==> src/rtl/bitlet_bit_scanner_if.sv <==
// Handshake bundle for the bit scanner: a word stream in, a stream of
// set-bit position beats out.
interface bitlet_bit_scanner_if #(
   parameter int W     = 64,
   parameter int LANES = 2,
   parameter int TAG_W = 8
);
   localparam int CW = $clog2(W);

   logic                  in_valid;
   logic                  in_ready;
   logic [W-1:0]          in_data;
   logic [TAG_W-1:0]      in_tag;
   logic                  out_valid;
   logic                  out_ready;
   logic [LANES*CW-1:0]   out_pos;
   logic [LANES-1:0]      out_mask;
   logic                  out_first;
   logic                  out_last;
   logic                  out_zero;
   logic [TAG_W-1:0]      out_tag;

   // master: the surrounding pipeline (word producer and beat consumer)
   modport master (
      output in_valid, in_data, in_tag, out_ready,
      input  in_ready, out_valid, out_pos, out_mask, out_first, out_last,
             out_zero, out_tag
   );

   modport slave (
      input  in_valid, in_data, in_tag, out_ready,
      output in_ready, out_valid, out_pos, out_mask, out_first, out_last,
             out_zero, out_tag
   );
endinterface

==> src/rtl/bitlet_bit_scanner.sv <==
// Sequential essential-bit extractor: emits the set-bit positions of each word
// MSB-first, up to LANES per beat, clearing emitted bits from a residual.
module bitlet_bit_scanner #(
   parameter int W     = 64,
   parameter int LANES = 2,
   parameter int TAG_W = 8
) (
   input  logic                 clk,
   input  logic                 rst_n,
   bitlet_bit_scanner_if.slave  bus
);
   localparam int CW = $clog2(W);

   typedef enum logic {
      IDLE = 1'b0,
      SCAN = 1'b1
   } state_t;

   state_t                  state_reg;
   logic [W-1:0]            residual_reg;
   logic [TAG_W-1:0]        tag_reg;
   logic                    first_reg;
   logic                    zero_reg;

   logic [W-1:0]            remain_vec;
   logic [LANES-1:0][CW-1:0] lane_pos;
   logic [LANES-1:0]        lane_hit;
   logic                    busy;
   logic                    beat_last;
   logic                    fire_in;
   logic                    fire_out;

   // Each lane peels the highest remaining bit; remain_vec is what is left
   // after this beat, so an empty remainder means this is the last beat.
   always_comb begin
      remain_vec = residual_reg;
      lane_pos   = '0;
      lane_hit   = '0;
      for (int k = 0; k < LANES; k++) begin
         for (int b = 0; b < W; b++) begin
            if (remain_vec[b]) begin
               lane_pos[k] = b[CW-1:0];
               lane_hit[k] = 1'b1;
            end
         end
         if (lane_hit[k]) begin
            remain_vec[lane_pos[k]] = 1'b0;
         end
      end
   end

   assign busy      = (state_reg == SCAN);
   assign beat_last = busy & (remain_vec == '0);
   assign fire_out  = busy & bus.out_ready;
   assign fire_in   = bus.in_valid & bus.in_ready;

   assign bus.in_ready  = !busy | (fire_out & beat_last);
   assign bus.out_valid = busy;
   assign bus.out_mask  = lane_hit;
   assign bus.out_first = first_reg;
   assign bus.out_last  = beat_last;
   assign bus.out_zero  = zero_reg;
   assign bus.out_tag   = tag_reg;

   for (genvar gi = 0; gi < LANES; gi++) begin : g_lane
      assign bus.out_pos[gi*CW +: CW] = lane_pos[gi];
   end

   always_ff @(posedge clk or negedge rst_n) begin
      if (!rst_n) begin
         state_reg    <= IDLE;
         residual_reg <= '0;
         tag_reg      <= '0;
         first_reg    <= 1'b0;
         zero_reg     <= 1'b0;
      end else if (fire_in) begin
         // Also covers the back-to-back case where the last beat fires now.
         state_reg    <= SCAN;
         residual_reg <= bus.in_data;
         tag_reg      <= bus.in_tag;
         first_reg    <= 1'b1;
         zero_reg     <= (bus.in_data == '0);
      end else if (fire_out) begin
         if (beat_last) begin
            state_reg    <= IDLE;
            residual_reg <= '0;
            first_reg    <= 1'b0;
            zero_reg     <= 1'b0;
         end else begin
            residual_reg <= remain_vec;
            first_reg    <= 1'b0;
         end
      end
   end
endmodule

==> src/flat_wrapper.sv <==
// flat-port wrapper written by rule: the top's interface ports become plain ports
module bitlet_bit_scanner_flat 
#(
   parameter int W     = 64,
   parameter int LANES = 2,
   parameter int TAG_W = 8
)
  (clk, rst_n, bus_in_valid, bus_in_data, bus_in_tag, bus_out_ready, bus_in_ready, bus_out_valid, bus_out_pos, bus_out_mask, bus_out_first, bus_out_last, bus_out_zero, bus_out_tag);
  bitlet_bit_scanner_if #(.W(W), .LANES(LANES), .TAG_W(TAG_W)) bus_i ();
  input  logic clk;
  input  logic rst_n;
  input wire logic [$bits(bus_i.in_valid)-1:0] bus_in_valid;
  input wire logic [$bits(bus_i.in_data)-1:0] bus_in_data;
  input wire logic [$bits(bus_i.in_tag)-1:0] bus_in_tag;
  input wire logic [$bits(bus_i.out_ready)-1:0] bus_out_ready;
  output wire logic [$bits(bus_i.in_ready)-1:0] bus_in_ready;
  output wire logic [$bits(bus_i.out_valid)-1:0] bus_out_valid;
  output wire logic [$bits(bus_i.out_pos)-1:0] bus_out_pos;
  output wire logic [$bits(bus_i.out_mask)-1:0] bus_out_mask;
  output wire logic [$bits(bus_i.out_first)-1:0] bus_out_first;
  output wire logic [$bits(bus_i.out_last)-1:0] bus_out_last;
  output wire logic [$bits(bus_i.out_zero)-1:0] bus_out_zero;
  output wire logic [$bits(bus_i.out_tag)-1:0] bus_out_tag;
  assign bus_i.in_valid = bus_in_valid;
  assign bus_i.in_data = bus_in_data;
  assign bus_i.in_tag = bus_in_tag;
  assign bus_i.out_ready = bus_out_ready;
  assign bus_in_ready = bus_i.in_ready;
  assign bus_out_valid = bus_i.out_valid;
  assign bus_out_pos = bus_i.out_pos;
  assign bus_out_mask = bus_i.out_mask;
  assign bus_out_first = bus_i.out_first;
  assign bus_out_last = bus_i.out_last;
  assign bus_out_zero = bus_i.out_zero;
  assign bus_out_tag = bus_i.out_tag;
  bitlet_bit_scanner #(.W(W), .LANES(LANES), .TAG_W(TAG_W)) u_core (.clk(clk), .rst_n(rst_n), .bus(bus_i));
endmodule
==> config.mk <==
export PLATFORM = sky130hd
export DESIGN_NAME = bitlet_bit_scanner_flat
export DESIGN_NICKNAME = d
export VERILOG_FILES = /design/src/rtl/bitlet_bit_scanner_if.sv /design/src/rtl/bitlet_bit_scanner.sv /design/src/flat_wrapper.sv
export SDC_FILE = /design/constraint.sdc
export NUM_CORES = 1
export LEC_CHECK = 0
export ABC_CLOCK_PERIOD_IN_PS = 11800
export CAP_MARGIN = 40
export CORE_MARGIN = 2
export CORE_UTILIZATION = 40
export CTS_CLUSTER_SIZE = 20
export DETAILED_ROUTE_END_ITERATION = 10
export RECOVER_POWER = 100
export SETUP_SLACK_MARGIN = 0.3
export SLEW_MARGIN = 10
export SYNTH_ARGS = -nofsm -noshare
export SYNTH_HDL_FRONTEND = slang
export SYNTH_SLANG_ARGS = --single-unit
==> constraint.sdc <==
create_clock -name clk -period 11.8 [get_ports clk]
set_input_delay 2.36 -clock clk [delete_from_list [all_inputs] [get_ports clk]]
set_output_delay 2.36 -clock clk [all_outputs]
set_load 0.01 [all_outputs]
==> flow_metrics.tcl, run 1 <==
set metrics [dict create \
    run_status "finished with violations" \
    failed_checks "max-capacitance violations, max-slew violations" \
    pin_count 103 \
    period_share_pct 93.5 \
    timing_worst_setup_path_type "register to output pin" \
    drive_above_1_share_pct 8.83 \
    max_stage_delay_cell_worst_path "sky130_fd_sc_hd__inv_1" \
    max_stage_delay_ns 1.16 \
    holdCritStartpoint "u_core.bus.out_tag[1]" \
    number_of_synthesized_flops_with_an_enable_pin 0 \
    min_period_ns 11.03 \
    drv_slew 117 \
    timing.critical_path.from_type "register" \
    cts.repair_timing.setup_buffer_count 0 \
    slew_headroom_pct -80.8 \
    fp.dieH_microns 148 \
    preCtsSetupSlack_ns 2.19 \
    layout_setup_ws_ns 0.767 \
    initial_utilization_pct 41.0 \
    die-area_sq_um 22000 \
    routed_via_density 7.56 \
    number_of_clock_sinks 75 \
    route.vias.total 10595 \
    crit_path_cell_trace "or3_1 -> nor4_1 -> clkbuf_2 -> o2111a_1 -> o21ai_4 -> inv_1 -> o21ai_0 -> a22oi_1 -> a211o_1 -> o21ba_1 -> nor2_1 -> clkbuf_1 -> a31oi_1 -> nor4_1 -> nand4_1 -> nor4_1 -> a41oi_1 -> clkinv_2 -> clkdlybuf4s50_1" \
    synthesis.instances 1077 \
    setup_viol 0 \
    type_of_the_tightest_min_delay_check "register to register" \
    timing_hold_violations_final 0 \
    reg2reg_slack_ns 1.90 \
    setup_crit_end_kind "output pin" \
    synth_cell_type_count 103 \
    ys_dominant_reg_cell "sky130_fd_sc_hd__dfrtp_1" \
    holdPathEnd "u_core.bus.out_tag[1]" \
    firstDrtPassIters 8 \
    fin_nets 1203 \
    netlist_area_sq_um 8340 \
    cts_hold_repair.buffers 0 \
    areaGrowthSynthToFinish_pct 16.3 \
    most_common_cell_on_crit_path "sky130_fd_sc_hd__nor4_1" \
    post-layout-total-power_uw 1690 \
    clk-insertion-delay-late_ns 0.36 \
    avgSynthCellArea_sq_um 7.75 \
    overflow 0 \
    achievable-frequency_mhz 90.6 \
    cell_type_contributing_the_most_total_cell_area_after_synthesis "sky130_fd_sc_hd__dfrtp_1" \
    first_global_vias 9775 \
    ys_ff_latch 75 \
    ys_top_cells_by_area "sky130_fd_sc_hd__dfrtp_1, sky130_fd_sc_hd__nor4_1, sky130_fd_sc_hd__nor3_1" \
    flip_flop_count_of_the_largest_register_all_copies_and_words_added 64 \
    endpoint_of_the_worst_slack_reg_to_reg_timing_path "u_core.bus.out_tag[7]" \
    worstPathMaxFanout 43 \
    clock_tree.buffer_depth 2 \
    grt_antenna_before_repair 0 \
    grt_setup_unrepaired "false" \
    asyncSetResetFlopFracSynth_pct 100 \
    min_delay_path_depth 1 \
    worst_pin_slew_ns 2.71 \
    rows 52 \
    grt_max_degree 46 \
    design.core.area_sq_um 20400 \
    pwr_density_cell_nw_per_um2 175 \
    p_leak_uw 0.00336 \
    totalNegativeSetupSlack_ns 0 \
    final_antenna_net_count 0 \
    clkTransAtPathRegs_ns 0.07 \
    synth.yosys.seq_area_share_pct 22.5 \
    synth_most_common_cell "sky130_fd_sc_hd__nor2_1" \
    dp_hpwl_mm 36.3 \
    cp_data_required_time_ns 9.44 \
    finalCoreUtilization_pct 47.7 \
    drc_errors 0 \
    place.port_buffers 102 \
    synth.top_cell.area_share_pct 22.5 \
    syn-num-nets 1153 \
    grtUsageTotal_pct 41.6 \
    clock-root-buffer "sky130_fd_sc_hd__clkbuf_16" \
    synth_commonest_cells "sky130_fd_sc_hd__nor2_1, sky130_fd_sc_hd__dfrtp_1, sky130_fd_sc_hd__nand2_1" \
    numCtsBuffers 9 \
    final.hold.worst_slack_ns 0.481 \
    drt-initial-drc-count 1504 \
    vdd_drop_max_mv 0.0943 \
    htreeDepth 3 \
    cts_resized 0 \
    reg2reg_depth 20 \
    finalWeightedCongestion 1.08 \
    wire_length_of_the_first_global_routing_pass_mm 67.3 \
    regToRegStartpoint "u_core.residual_reg[46]" \
    route.final.wire_length_mm 46.2 \
    route.detailed.wl_per_inst_microns 32.9 \
    n_antenna_cell 0 \
    drv.max_cap_violation_count 3 \
    cts_tree "done" \
    die_width_microns 148 \
    final.setup_skew_ns 0.00930 \
    critPathArrivalTime_ns 8.67 \
    yosys_warnings 0 \
]
[report_power, final]
| part | total, uW | internal (uW) | switching [uW] |
|---|---|---|---|
| combinational | 978 | 277 | 701 |
| sequential | 392 | 287 | 104 |
| clock | 324 | 189 | 134 |
| total | 1690 | 754 | 939 |
[worst max path at each step]
stage	startpoint	to	slack [ns]	cells after the start
2_1_floorplan	u_core.residual_reg[52]	bus_in_ready	4.57	20
3_3_place_gp	u_core.residual_reg[52]	bus_in_ready	1.71	19
3_5_place_dp	u_core.residual_reg[46]	bus_in_ready	2.19	19
4_1_cts	u_core.residual_reg[46]	bus_in_ready	1.79	19
5_1_grt	u_core.residual_reg[46]	bus_in_ready	0.74	20
6_report	u_core.residual_reg[46]	bus_in_ready	0.77	19
[layout by cell type (no fill, tap or decap), drive strengths merged, types with 9 or more instances in the layout]
cell and instances:
nand4 29, nor3 63, nand2 77, o21a 10
dfrtp 75, a21o 11, or2 9, clkdlybuf4s50 83
dlygate4sd3 18, o31ai 33, o2111ai 11, buf 17
clkbuf 15, o21ai 63, o211ai 20, nand3 24
or4 13, nand2b 28, a31o 11, nor4 56
a21oi 51, o31a 13, nor2 81, mux2 11
and2 14, a211oi 23, a31oi 37, or3 12
o221a 25, a221oi 20, inv 49
[metal layers]
metal	vias to the layer above	share of wire (%)	GRT usage, %
met5	-	0	0
met4	0	5.8	20.0
met3	156	14	12.5
met2	984	40	58.4
met1	5066	40	58.1
li1	4389	-	-
[layout make-up]
| cell class | count | area (sq um) |
|---|---|---|
| tap | 270 | 338 |
| clock inverter | 7 | 105 |
| sequential | 75 | 1880 |
| clock buffer | 9 | 225 |
| fill | 2108 | 10700 |
| multi-input combinational | 869 | 5790 |
| inverter | 48 | 186 |
| timing repair buffer | 124 | 1190 |
[per-stage QoR]
step / cell area [sq um] / instances
2_1_floorplan: 8340 / 1077
3_3_place_gp: 9370 / 1380
3_5_place_dp: 9450 / 1385
4_1_cts: 9780 / 1401
5_1_grt: 9700 / 1402
6_report: 9700 / 1402
[cells by family (layout without fill, tap and decap cells)]
group	after synthesis	count (layout)	synth area share [%]
AOI/OAI and AO/OA	415	415	39.0
muxes	12	12	1.60
DFF	75	75	22.5
buffers and inverters	133	188	7.80
and+or+nand+nor	442	442	29.1
[worst max-delay path: cells and delay by family (launching register included)]
kind | cells | cell delay, ns
AO/OA/AOI/OAI | 8 | 2.85
buffers and inverters | 5 | 2.59
AND/OR/NAND/NOR | 6 | 2.29
flip-flops | 1 | 0.54
Note: power is estimated with default switching activity, not from simulation.
==> inputs of run 2 (changes only) <==
--- a/config.mk
+++ b/config.mk
@@ -17,3 +17,4 @@
 export SYNTH_ARGS = -nofsm -noshare
 export SYNTH_HDL_FRONTEND = slang
 export SYNTH_SLANG_ARGS = --single-unit
+export TNS_END_PERCENT = 20
==> results of run 2 <==
The final DEF is identical to that of run 1; final timing and power are the same.
